### config.mk
export PLATFORM = sky130hd
export DESIGN_NAME = change_dispenser_flat
export DESIGN_NICKNAME = d
export VERILOG_FILES = /design/src/rtl/change_pkg.sv /design/src/rtl/change_dispenser_if.sv /design/src/rtl/coin_select.sv /design/src/rtl/change_dispenser.sv /design/src/flat_wrapper.sv
export SDC_FILE = /design/constraint.sdc
export NUM_CORES = 1
export LEC_CHECK = 0
export ABC_AREA = 1
export BUFFER_PORTS_ARGS = -buffer_cell sky130_fd_sc_hd__buf_2
export CAP_MARGIN = 20
export CORE_MARGIN = 8
export CORE_UTILIZATION = 51
export DETAILED_ROUTE_END_ITERATION = 10
export PLACE_DENSITY = 0.77
export SETUP_SLACK_MARGIN = 0.5
export SYNTH_ARGS = -nofsm -noshare
export SYNTH_HDL_FRONTEND = slang
export SYNTH_HIERARCHICAL = 1
export SYNTH_SLANG_ARGS = --single-unit
### constraint.sdc
create_clock -name clk -period 2.37 [get_ports clk]
set_input_delay 0 -clock clk [delete_from_list [all_inputs] [get_ports clk]]
set_output_delay 0 -clock clk [all_outputs]
set_load 0.01 [all_outputs]
### src/rtl/change_pkg.sv
// Shared types and constants for the change dispenser: coin/result codes,
// FSM state encoding and coin values in 5-cent units.
package change_pkg;

  typedef enum logic [1:0] {
    COIN_NONE = 2'b00,
    COIN_5    = 2'b01,
    COIN_10   = 2'b10,
    COIN_25   = 2'b11
  } coin_e;

  typedef enum logic [1:0] {
    RES_NONE   = 2'b00,
    RES_CANCEL = 2'b01,
    RES_EXACT  = 2'b10,
    RES_CHANGE = 2'b11
  } result_e;

  typedef enum logic [1:0] {
    S_IDLE     = 2'b00,
    S_DISPENSE = 2'b01,
    S_DONE     = 2'b10
  } state_e;

  localparam logic [3:0] VAL_5C  = 4'd1;
  localparam logic [3:0] VAL_10C = 4'd2;
  localparam logic [3:0] VAL_25C = 4'd5;

endpackage

### src/rtl/change_dispenser_if.sv
// Vend-result input and coin-ejector handshake bundle for change_dispenser.
interface change_dispenser_if;
  logic [1:0] result;
  logic       result_valid;
  logic [3:0] credit;
  logic       busy;
  logic       vend;
  logic [1:0] coin;
  logic       coin_valid;
  logic       coin_ack;
  logic       done;
  logic       error;

  modport slave (
    input  result, result_valid, credit, coin_ack,
    output busy, vend, coin, coin_valid, done, error
  );

  modport master (
    output result, result_valid, credit, coin_ack,
    input  busy, vend, coin, coin_valid, done, error
  );
endinterface

### src/rtl/coin_select.sv
// Greedy coin choice for the remaining refund (5-cent units).
module coin_select
  import change_pkg::*;
(
  input  logic [3:0] remaining_i,
  output coin_e      coin_o,
  output logic [3:0] value_o
);

  always_comb begin
    coin_o  = COIN_5;
    value_o = VAL_5C;
    if (remaining_i >= VAL_25C) begin
      coin_o  = COIN_25;
      value_o = VAL_25C;
    end else if (remaining_i >= VAL_10C) begin
      coin_o  = COIN_10;
      value_o = VAL_10C;
    end
  end

endmodule

### src/rtl/change_dispenser.sv
// Vend result -> item release plus greedy coin refund over an ack handshake.
// Optional ACK_TIMEOUT_EN aborts a refund whose coin is never acknowledged.
module change_dispenser
  import change_pkg::*;
#(
  parameter int PRICE   = 6,
  parameter int TIMEOUT = 15
) (
  input  logic              clk,
  input  logic              rst,
  change_dispenser_if.slave bus
);

  localparam logic [3:0] PRICE_U = 4'(PRICE);

  state_e     state_q, state_d;
  logic [3:0] rem_q, rem_d;
  logic       vend_q, vend_d;
  logic [3:0] refund;
  result_e    res;
  coin_e      sel_coin;
  logic [3:0] sel_val;

`ifdef ACK_TIMEOUT_EN
  localparam int TW = (TIMEOUT < 2) ? 1 : $clog2(TIMEOUT + 1);
  logic [TW-1:0] wait_q, wait_d;
  logic          err_q, err_d;
`endif

  assign res = result_e'(bus.result);

  coin_select u_sel (
    .remaining_i (rem_q),
    .coin_o      (sel_coin),
    .value_o     (sel_val)
  );

  // Change below the price yields nothing rather than wrapping.
  always_comb begin
    refund = '0;
    case (res)
      RES_CANCEL: refund = bus.credit;
      RES_CHANGE: if (bus.credit > PRICE_U) refund = bus.credit - PRICE_U;
      default:    refund = '0;
    endcase
  end

  always_comb begin
    state_d = state_q;
    rem_d   = rem_q;
    vend_d  = 1'b0;
`ifdef ACK_TIMEOUT_EN
    wait_d  = '0;
    err_d   = 1'b0;
`endif
    case (state_q)
      S_IDLE: begin
        if (bus.result_valid && res != RES_NONE) begin
          vend_d  = res[1];
          rem_d   = refund;
          state_d = (refund == '0) ? S_DONE : S_DISPENSE;
        end
      end
      S_DISPENSE: begin
        if (bus.coin_ack) begin
          rem_d = rem_q - sel_val;
          if (rem_q == sel_val) state_d = S_DONE;
        end
`ifdef ACK_TIMEOUT_EN
        else if (wait_q == TW'(TIMEOUT - 1)) begin
          rem_d   = '0;
          err_d   = 1'b1;
          state_d = S_DONE;
        end else begin
          wait_d = wait_q + 1'b1;
        end
`endif
      end
      S_DONE:  state_d = S_IDLE;
      default: state_d = S_IDLE;
    endcase
  end

  always_ff @(posedge clk) begin
    if (rst) begin
      state_q <= S_IDLE;
      rem_q   <= '0;
      vend_q  <= 1'b0;
`ifdef ACK_TIMEOUT_EN
      wait_q  <= '0;
      err_q   <= 1'b0;
`endif
    end else begin
      state_q <= state_d;
      rem_q   <= rem_d;
      vend_q  <= vend_d;
`ifdef ACK_TIMEOUT_EN
      wait_q  <= wait_d;
      err_q   <= err_d;
`endif
    end
  end

  assign bus.busy       = (state_q != S_IDLE);
  assign bus.vend       = vend_q;
  assign bus.coin_valid = (state_q == S_DISPENSE);
  assign bus.coin       = bus.coin_valid ? sel_coin : COIN_NONE;
  assign bus.done       = (state_q == S_DONE);
`ifdef ACK_TIMEOUT_EN
  assign bus.error      = err_q;
`else
  assign bus.error      = 1'b0;
`endif

endmodule
### src/flat_wrapper.sv
// flat-port wrapper written by rule: the top's interface ports become plain ports
module change_dispenser_flat import change_pkg::*;
#(
  parameter int PRICE   = 6,
  parameter int TIMEOUT = 15
)
  (clk, rst, bus_result, bus_result_valid, bus_credit, bus_coin_ack, bus_busy, bus_vend, bus_coin, bus_coin_valid, bus_done, bus_error);
  change_dispenser_if bus_i ();
  input  logic clk;
  input  logic rst;
  input wire logic [$bits(bus_i.result)-1:0] bus_result;
  input wire logic [$bits(bus_i.result_valid)-1:0] bus_result_valid;
  input wire logic [$bits(bus_i.credit)-1:0] bus_credit;
  input wire logic [$bits(bus_i.coin_ack)-1:0] bus_coin_ack;
  output wire logic [$bits(bus_i.busy)-1:0] bus_busy;
  output wire logic [$bits(bus_i.vend)-1:0] bus_vend;
  output wire logic [$bits(bus_i.coin)-1:0] bus_coin;
  output wire logic [$bits(bus_i.coin_valid)-1:0] bus_coin_valid;
  output wire logic [$bits(bus_i.done)-1:0] bus_done;
  output wire logic [$bits(bus_i.error)-1:0] bus_error;
  assign bus_i.result = bus_result;
  assign bus_i.result_valid = bus_result_valid;
  assign bus_i.credit = bus_credit;
  assign bus_i.coin_ack = bus_coin_ack;
  assign bus_busy = bus_i.busy;
  assign bus_vend = bus_i.vend;
  assign bus_coin = bus_i.coin;
  assign bus_coin_valid = bus_i.coin_valid;
  assign bus_done = bus_i.done;
  assign bus_error = bus_i.error;
  change_dispenser #(.PRICE(PRICE), .TIMEOUT(TIMEOUT)) u_core (.clk(clk), .rst(rst), .bus(bus_i));
endmodule
==> reports/qor.csv, run 1 <==
metric;value;unit
grt_pass1_wl;2601;µm
worstHoldStart;bus_result_valid;
skew;0.0006429;ns
hold_path_class;in -> reg;
ff2ff_setup_slack;0.63;ns
n_antenna_cell;0;
rows;13;
wl;1619;µm
ios;17;
rsz0062_at_grt;false;
slowest_stage;fa_1;
die_area;2784;µm²
p_leak;0.4457;nW
clk_pin_slew;0.05;ns
finalCriticalPeriod;1.739;ns
firstDrtPassIters;4;
area.growth.synth_to_final;17.06;%
die_h;52.77;µm
ant_nets;0;
path_delay_family;adder cells;
ys_types;21;
synthCells;115;
wire_per_inst;11.01;µm
grt_usage;0.1210;
critical_path_required;2.55;ns
grt_use_met1;0.1346;
tns;0;ns
cap_violations;0;
fin_nets;148;
synthesis.nets;130;
mostFrequentLayoutCell;inv_1;
vias;726;
rr_endpoint;u_core/rem_q[2];
avgSynthCellArea;5.995;µm²
fmax;575.0;MHz
max_stage_delay;0.37;ns
synth_warnings;6;
grt_pass1_vias;680;
multiInputGateArea;435.4;µm²
cts_max_level;1;
p_total;681.8;µW
min_path_cells;3;
drive_gt1_frac;0.2652;
vdd_ir_drop_max;408.1;µV
dp_hpwl;1269;µm
dieWidth;52.77;µm
layout_common_cells;22 x inv_1, 20 x nand2_1, 15 x buf_2, 12 x nor2_1, 11 x nand3_1;
crit_path_frequent_cell;nand2_1;
r2r_cells;9;
ys_ff_latch;7;
port_buffers;15;
final-setup-viol-count;0;
fillers;136;
path_buf_inv;0;
power.density;844.9;nW/µm²
gp_congestion;0.8751;
finalCritPeriodShare;0.7339;
cp-end-kind;register;
status;completed;
grt-busiest-layer;met2;
regToRegStartpoint;u_core/rem_q[1];
drt-initial-drc-count;25;
antenna_found_initial;0;
synth_area;689.4;µm²
post-route-util;0.6280;
grt_overflow;0;
clockBufferDepth;2;
start_util;0.5365;
grtUsageMet2;0.2051;
crit_chain;nor2_1 > nand2_1 > nand2_1 > nand2_1 > ha_2 > fa_1 > xnor2_1 > a21oi_2 > a21oi_1;
critPathKind;reg -> reg;
fin_area;807.0;µm²
vias_per_cell;4.939;
yosysSeqAreaShare;0.2033;
grt_start_max_net_pins;9;
place_area;760.7;µm²
hold_violations;0;
core;1285;µm²
worst-path-max-fanout;5;
seqCellArea;143.9;µm²
clkSinkCount;7;
critPathLaunchType;register;
cts_buffers;3;
drc;0;
use_met3;0.01989;
cts_tree;yes;
drv_slew;0;
insertion_delay;0.25;ns
whs_endpoint;u_core/bus.vend;
post_cts_buffers;0;
cts_root_buffer;clkbuf_4;
critPathArrivalTime;1.92;ns
cell families (layout without fill, tap and decap cells):
kind of cell    after synthesis  in the layout  share of synthesized area
fa+ha+maj                     5              5                     0.1016
xor+xnor                      2              2                    0.02541
flops                         7              7                     0.2033
simple gates                 51             51                     0.3412
other cells                   2              2                    0.01089
compound gates               19             19                     0.1434
buf+inv                      29             46                     0.1742
synth_stat cells (all sizes together):
cell type,number,area [µm²]
a21oi,11,58.81
buf,3,22.52
conb,2,7.510
dfxtp,7,140.1
fa,1,20.02
ha,4,50.05
inv,26,97.59
nand2,23,93.84
nand3,11,55.05
nor2,15,73.82
nor4,1,6.260
o21ai,8,40.03
or2,1,6.260
xnor2,1,8.760
xor2,1,8.760
worst min-delay path: cells and delay by family:
family	cells	cell delay, ns
AO/OA/AOI/OAI	1	0.10
buffers and inverters	1	0.09
AND/OR/NAND/NOR	1	0.06
report_power, final:
group,switching (mW),internal (mW)
clock,0.0434,0.0642
combinational,0.247,0.160
sequential,0.0258,0.142
total,0.316,0.366
flip-flops by register name, indices dropped and copies added (netlist names):
name             count
u_core/bus.vend      1
u_core/state_q       2
u_core/rem_q         4
what timing repair did:
action,CTS,global route
gates resized for setup,1,6
hold buffers,1,0
hold endpoints to repair,4,0
endpoints found under the setup margin,1,5
pin swaps,0,0
how the worst max path moves through the flow:
stage,startpoint,depth (start not counted),slack (ns),end
after floorplan,u_core/rem_q[1],10,0.64,u_core/rem_q[2]
after global placement,u_core/rem_q[2],13,0.58,u_core/rem_q[3]
after detailed placement,u_core/rem_q[2],13,0.52,u_core/rem_q[3]
after CTS,u_core/rem_q[2],10,0.54,u_core/state_q[1]
after global routing,u_core/rem_q[2],10,0.47,u_core/state_q[1]
final,u_core/rem_q[1],9,0.63,u_core/rem_q[2]
stage by stage:
stage	cells	worst slack, ns	hold slack (ns)
floorplan	115	0.6411	0.06907
global placement	142	0.5838	0.2327
detailed placement	142	0.5188	0.2431
CTS	147	0.5390	0.02208
global route	147	0.4738	0.05622
finish	147	0.6307	0.04280
per-layer routing:
metal | vias to the layer above | wire (µm) | share of wire
li1 | 386 | - | -
met1 | 325 | 722 | 0.45
met2 | 13 | 817 | 0.50
met3 | 2 | 64 | 0.040
met4 | 0 | 14 | 0.0086
met5 | - | 0 | 0
cell type report:
type	count	share of cell area
repair buffers	16	0.1054
multi-input cells	79	0.5395
flip-flops and latches	7	0.1783
well taps	15	0.02326
clock buffers	4	0.03256
inverters	26	0.1209
Power figures use the tool's default switching activity.
==> run 2, diff against run 1 <==
--- a/config.mk
+++ b/config.mk
@@ -9,9 +9,9 @@
 export BUFFER_PORTS_ARGS = -buffer_cell sky130_fd_sc_hd__buf_2
 export CAP_MARGIN = 20
 export CORE_MARGIN = 8
-export CORE_UTILIZATION = 51
+export CORE_UTILIZATION = 46
 export DETAILED_ROUTE_END_ITERATION = 10
-export PLACE_DENSITY = 0.77
+export PLACE_DENSITY = 0.73
 export SETUP_SLACK_MARGIN = 0.5
 export SYNTH_ARGS = -nofsm -noshare
 export SYNTH_HDL_FRONTEND = slang
==> constraint.sdc (replaced) <==
create_clock -name clk -period 1.5 [get_ports clk]
set_input_delay 0 -clock clk [delete_from_list [all_inputs] [get_ports clk]]
set_output_delay 0 -clock clk [all_outputs]
set_load 0.01 [all_outputs]
==> run 2 against run 1 <==
The run now ends with negative setup slack left. Final area increased by 35%. Maximum frequency is 2.8% higher. Via count grew 15%. Worst hold slack better by 0.013 ns. Cell count rose by 14%. First-iteration DRC count grew 64%. Global-route usage increased by 2.6 points. Critical endpoint is now u_core/rem_q[1].
==> reports/qor.csv, run 2 (synthesis results as in run 1) <==
metric;value;unit;change
vias_per_cell;5.006;;was 4.939
ios;17;;unchanged
port_buffers;15;;unchanged
insertion_delay;0.26;ns;was 0.25 ns
vdd_ir_drop_max;782.3;µV;was 408.1 µV
path_buf_inv;0;;unchanged
seqCellArea;150.1;µm²;was 143.9 µm²
grt_start_max_net_pins;9;;unchanged
drt-initial-drc-count;41;;was 25
grt_overflow;0;;unchanged
dp_slack;-0.2312;ns;was 0.5188 ns
path_delay_family;adder cells;;unchanged
dieWidth;54.72;µm;was 52.77 µm
ant_nets;0;;unchanged
post-route-util;0.7496;;was 0.6280
grtUsageMet2;0.2679;;was 0.2051
rsz0062_at_grt;true;;was false
critPathArrivalTime;1.83;ns;was 1.92 ns
largest-register;u_core/rem_q;;unchanged
cp-end-kind;register;;unchanged
critPathKind;reg -> reg;;unchanged
grt-busiest-layer;met2;;unchanged
fin_nets;167;;was 148
p_total;1.714;mW;was 681.8 µW
layout_common_cells;19 x inv_1, 17 x nand2_1, 15 x buf_2, 12 x buf_4;;was 22 x inv_1, 20 x nand2_1, 15 x buf_2, 12 x nor2_1, 11 x nand3_1
critical_path_required;1.64;ns;was 2.55 ns
gp_congestion;0.8697;;was 0.8751
clk_pin_slew;0.05;ns;about the same
wire_per_inst;12.65;µm;was 11.01 µm
area.growth.synth_to_final;58.08;%;was 17.06%
cts_max_level;1;;unchanged
grt_use_met1;0.1651;;was 0.1346
mostFrequentLayoutCell;inv_1;;unchanged
drv_slew;0;;unchanged
hold_violations;0;;unchanged
grt_pass1_vias;809;;was 680
cts_root_buffer;clkbuf_4;;unchanged
vias;836;;was 726
drc;0;;unchanged
antenna_found_initial;0;;unchanged
start_util;0.4742;;was 0.5365
clkSinkCount;7;;unchanged
status;complete, but fails checks;;was completed
cts_tree;yes;;unchanged
fillers;120;;was 136
dp_hpwl;1441;µm;was 1269 µm
rows;14;;was 13
die_h;54.72;µm;was 52.77 µm
finalCritPeriodShare;1.128;;was 0.7339
violations;negative setup slack;;
die_area;2994;µm²;was 2784 µm²
skew;0.007084;ns;was 0.0006429 ns
fin_hold_ws;0.05586;ns;was 0.04280 ns
fmax;591.0;MHz;was 575.0 MHz
max_stage_delay;0.53;ns;was 0.37 ns
largest_reg_flops;4;;unchanged
slowest_stage;fa_2;;was fa_1
power.density;1573;nW/µm²;was 844.9 nW/µm²
cap_violations;0;;unchanged
finalCriticalPeriod;1.692;ns;was 1.739 ns
crit_chain;nor2_4 > nand2_2 > nand2_2 > nand2_4 > ha_4 > fa_2 > nand2_1 > o21ai_1 > a21oi_1;;was nor2_1 > nand2_1 > nand2_1 > nand2_1 > ha_2 > fa_1 > xnor2_1 > a21oi_2 > a21oi_1
hold_path_class;in -> reg;;unchanged
fin_ws;-0.1921;ns;was 0.6307 ns
use_met3;0.03533;;was 0.01989
firstDrtPassIters;4;;unchanged
n_antenna_cell;0;;unchanged
multiInputGateArea;533.0;µm²;was 435.4 µm²
cts_buffers;3;;unchanged
clockBufferDepth;2;;unchanged
critPathLaunchType;register;;unchanged
worst-path-max-fanout;3;;was 5
wl;2113;µm;was 1619 µm
crit_path_frequent_cell;nand2_2;;was nand2_1
final-setup-viol-count;6;;was 0
tns;-0.7101;ns;was 0 ns
grt_pass1_wl;3312;µm;was 2601 µm
drive_gt1_frac;0.4901;;was 0.2652
core;1454;µm²;was 1285 µm²
p_leak;0.5705;nW;was 0.4457 nW
grt_usage;0.1470;;was 0.1210
run 2: changes by cell type in the layout (fill, tap and decap cells not counted), sizes merged:
cell	change
buf	+19
run 2: timing repair:
action | CTS | global route
hold endpoints to repair | 3 | 0
pin swaps | 5 | 4
setup endpoints to repair | 10 | 11
resized for setup | 20 | 11
buffers inserted | 8 | 2
hold buffers | 1 | 0
run 2: layout make-up:
type | instances | area share
Multi-Input combinational cell | 79 | 0.4891
Timing Repair Buffer | 35 | 0.2411
Clock buffer | 4 | 0.02411
Tap cell | 16 | 0.01837
Inverter | 26 | 0.08955
Sequential cell | 7 | 0.1378
run 2: metrics by stage:
step	cell area (µm²)	std cells
global placement	850.8	152
finish	1090	167
global route	1090	167
floorplan	714.4	115
detailed placement	850.8	152
CTS	1018	165
run 2: worst paths after layout:
path | depth (start not counted) | from | slack (ns) | end
worst max-delay path | 9 | u_core/rem_q[1] | -0.19 | u_core/rem_q[1]
worst min-delay path | 3 | bus_result[1] | 0.06 | u_core/bus.vend
worst max register to register | 9 | u_core/rem_q[1] | -0.19 | u_core/rem_q[1]
worst min register to register | 2 | u_core/state_q[0] | 0.50 | u_core/state_q[0]
run 2: worst min-delay path: cells and delay by family:
family                 cells  cell delay, ns
buffers and inverters      2            0.21
and+or+nand+nor            1            0.06
run 2: report_power, final:
group          total [mW]  leakage [nW]  internal (mW)  switching, mW
Combinational        1.25         0.495          0.664          0.590
Clock               0.186        0.0150          0.102         0.0834
Sequential          0.274        0.0601          0.229         0.0451
run 2: per-layer routing:
layer	vias to the layer above	wire length, µm
met1	385	864
li1	423	-
met4	0	36
met5	-	0
met3	4	100
met2	24	1112
==> run 3, diff against run 2 <==
--- a/config.mk
+++ b/config.mk
@@ -5,13 +5,13 @@
 export SDC_FILE = /design/constraint.sdc
 export NUM_CORES = 1
 export LEC_CHECK = 0
-export ABC_AREA = 1
 export BUFFER_PORTS_ARGS = -buffer_cell sky130_fd_sc_hd__buf_2
 export CAP_MARGIN = 20
+export CORE_ASPECT_RATIO = 0.8
 export CORE_MARGIN = 8
-export CORE_UTILIZATION = 46
+export CORE_UTILIZATION = 35
 export DETAILED_ROUTE_END_ITERATION = 10
-export PLACE_DENSITY = 0.73
+export PLACE_DENSITY = 0.68
 export SETUP_SLACK_MARGIN = 0.5
 export SYNTH_ARGS = -nofsm -noshare
 export SYNTH_HDL_FRONTEND = slang
==> run 3 against run 2 <==
The run still ends with negative setup slack left. Clock-buffer cell count did not move. Via count fell by 1.3%. Non-clock buffer count fell by 3. Register-to-register slack got worse by 0.26 ns. Cell count fell by 11%. Final area rose by 0.57%. Sequential share of layout area rose by 0.38 points. First-iteration DRC count fell by 54%. Routed wire length rose by 8.7%. Die area rose by 26%.
==> reports/qor.csv, run 3 <==
metric;value;unit;change
drv_slew;0;;unchanged
power.density;841.3;nW/µm²;was 1573 nW/µm²
hold_path_class;in -> reg;;unchanged
path_buf_inv;1;;was 0
cts_tree;yes;;unchanged
status;complete, but fails checks;;unchanged
dp_hpwl;1541;µm;was 1441 µm
slowest_stage;fa_1;;was fa_2
synth_warnings;6;;unchanged
drive_gt1_frac;0.4677;;was 0.4901
final-setup-viol-count;5;;was 6
core;1909;µm²;was 1454 µm²
p_leak;0.4718;nW;was 0.5705 nW
rows;14;;unchanged
avgSynthCellArea;7.680;µm²;was 5.995 µm²
layout_common_cells;12 x buf_2, 10 x buf_4, 9 x buf_6, 7 x inv_1, 6 x o21ai_0;;was 19 x inv_1, 17 x nand2_1, 15 x buf_2, 12 x buf_4
largest-register;u_core/rem_q;;unchanged
critPathLaunchType;register;;unchanged
synth_top_area_cell;dfxtp_1;;unchanged
cts_root_buffer;clkbuf_4;;unchanged
synthCells;94;;was 115
max_stage_delay;0.48;ns;was 0.53 ns
vdd_ir_drop_max;437.9;µV;was 782.3 µV
synth-adder-area-share;0.09705;;was 0.1016
ff2ff_setup_slack;-0.45;ns;was -0.19 ns
worst-path-max-fanout;4;;was 3
die_h;56.62;µm;was 54.72 µm
fin_area;1096;µm²;was 1090 µm²
drt-initial-drc-count;19;;was 41
start_util;0.3781;;was 0.4742
crit_chain;nor4b_4 > nor2_2 > ha_4 > fa_1 > inv_1 > a2111oi_4 > nor3_1;;was nor2_4 > nand2_2 > nand2_2 > nand2_4 > ha_4 > fa_2 > nand2_1 > o21ai_1 > a21oi_1
min_path_cells;2;;was 3
regToRegStartpoint;u_core/rem_q[0];;was u_core/rem_q[1]
wire_per_inst;15.52;µm;was 12.65 µm
place_area;888.4;µm²;was 850.8 µm²
ys.flop_type;dfxtp_1;;unchanged
synthesis.nets;109;;was 130
grt_start_max_net_pins;10;;was 9
skew;0.01523;ns;was 0.007084 ns
async_flop_share;0;;unchanged
cts_max_level;1;;unchanged
ys_types;42;;was 21
vias_per_cell;5.574;;was 5.006
dp_slack;-0.4494;ns;was -0.2312 ns
port_buffers;15;;unchanged
fin_ws;-0.4547;ns;was -0.1921 ns
clkSinkCount;7;;unchanged
dieWidth;66.78;µm;was 54.72 µm
critPathLaunch;u_core/rem_q[0];;was u_core/rem_q[1]
rr_endpoint;u_core/rem_q[1];;unchanged
hold_violations;0;;unchanged
grt_pass1_vias;829;;was 809
mostFrequentLayoutCell;buf_2;;was inv_1
synth-simple-area-share;0.2738;;was 0.3412
clk_pin_slew;0.07;ns;was 0.05 ns
vias;825;;was 836
area.growth.synth_to_final;51.82;%;was 58.08%
worstHoldStart;rst;;was bus_result[1]
synth-compound-area-share;0.2582;;was 0.1434
clockBufferDepth;2;;unchanged
largest_reg_flops;4;;unchanged
finalCritPeriodShare;1.303;;was 1.128
yosysMostFrequentCell;inv_1;;unchanged
grt_overflow;0;;unchanged
firstDrtPassIters;6;;was 4
synth_area;721.9;µm²;was 689.4 µm²
gp_congestion;0.8050;;was 0.8697
whs_endpoint;u_core/bus.vend;;unchanged
grt_pass1_wl;3691;µm;was 3312 µm
synthTopCellsByCount;11 x inv_1, 8 x o21ai_0, 7 x dfxtp_1;;was 22 x inv_1, 20 x nand2_1, 12 x nor2_1
synth_area_leaders;dfxtp_1 19%, ha_1 6.9%, inv_1 5.7%;;was dfxtp_1 20%, inv_1 12%, nand2_1 11%
ant_nets;0;;unchanged
fmax;511.6;MHz;was 591.0 MHz
insertion_delay;0.26;ns;about the same
cp-end-kind;register;;unchanged
ys_ff_latch;7;;unchanged
critPathKind;reg -> reg;;unchanged
cts_buffers;3;;unchanged
drc;0;;unchanged
cap_violations;0;;unchanged
path_delay_family;adder cells;;unchanged
synth-xor-area-share;0.03640;;was 0.02541
violations;negative setup slack;;unchanged
synth_top_area_share;0.1941;;was 0.2033
critPathArrivalTime;2.08;ns;was 1.83 ns
die_area;3781;µm²;was 2994 µm²
synth_edf_count;0;;unchanged
yosysSeqAreaShare;0.1941;;was 0.2033
fin_hold_ws;0.01523;ns;was 0.05586 ns
finalCriticalPeriod;1.955;ns;was 1.692 ns
ios;17;;unchanged
grt_usage;0.1208;;was 0.1470
r2r_cells;7;;was 9
critical_path_required;1.63;ns;was 1.64 ns
synth_top_family_by_area;simple AND/OR/NAND/NOR gates;;unchanged
antenna_found_initial;0;;unchanged
p_total;922.1;µW;was 1.714 mW
n_antenna_cell;0;;unchanged
wl;2297;µm;was 2113 µm
rsz0062_at_grt;true;;unchanged
fin_nets;140;;was 167
synth_mux_area_frac;0.01386;;was 0
run 3: kinds of logic (layout without fill, tap and decap cells):
| group | Yosys count | after routing |
|---|---|---|
| DFF | 7 | 7 |
| AOI/OAI and AO/OA | 27 | 27 |
| and+or+nand+nor | 32 | 32 |
| adders and majority gates | 5 | 5 |
| buffers and inverters | 17 | 47 |
| xor gates and xnor gates | 3 | 3 |
| muxes | 1 | 1 |
| other | 2 | 2 |
run 3: worst reg2reg max path: cells and delay by family (launching register included):
kind                     cells  cell delay, ns
buffers and inverters        1            0.07
AND/OR/NAND/NOR              3            0.47
flip-flops                   1            0.34
adder cells (fa/ha/maj)      2            0.65
AO/OA/AOI/OAI                1            0.31
run 3: report_power, final:
part | switching, mW | internal [mW] | total (mW) | leakage, nW
Clock | 0.0833 | 0.102 | 0.185 | 0.0150
Sequential | 0.0245 | 0.205 | 0.230 | 0.0607
Combinational | 0.246 | 0.261 | 0.507 | 0.396
run 3: what timing repair did:
| action | CTS | global route |
|---|---|---|
| hold buffers | 1 | 0 |
| resized for setup | 26 | 8 |
| endpoints found under the setup margin | 11 | 12 |
| setup buffers | 7 | 0 |
| pin swaps | 8 | 5 |
| endpoints found under the hold margin | 1 | 0 |
run 3: final cells by class:
| type | instances | area, µm² |
|---|---|---|
| clock buffers | 4 | 26.28 |
| fillers | 178 | 813.3 |
| multi-input cells | 70 | 584.3 |
| flip-flops and latches | 7 | 155.1 |
| inverters | 11 | 53.80 |
| well taps | 24 | 30.03 |
| repair buffers | 32 | 246.5 |
run 3: per-stage QoR:
step | instances | setup TNS (ns) | utilization
final | 148 | -1.743 | 0.5741
after floorplan | 94 | -0.9274 | -
after global placement | 136 | -1.495 | 0.4653
after global routing | 148 | -2.266 | 0.5741
after detailed placement | 136 | -1.688 | 0.4653
after CTS | 148 | -1.717 | 0.5531
run 3: how the worst max path moves through the flow:
stage,end,slack (ns),cells after the start
2_1_floorplan,u_core/rem_q[1],-0.41,8
3_3_place_gp,u_core/rem_q[1],-0.37,7
3_5_place_dp,u_core/rem_q[1],-0.45,7
4_1_cts,u_core/rem_q[1],-0.44,7
5_1_grt,u_core/rem_q[1],-0.55,7
6_report,u_core/rem_q[1],-0.45,7
run 3: layer usage:
layer	track usage	part of all wire	vias up
met1	0.1323	0.41	392
li1	-	-	395
met5	0	0	-
met3	0.02178	0.063	6
met2	0.2098	0.50	32
met4	0.06687	0.022	0
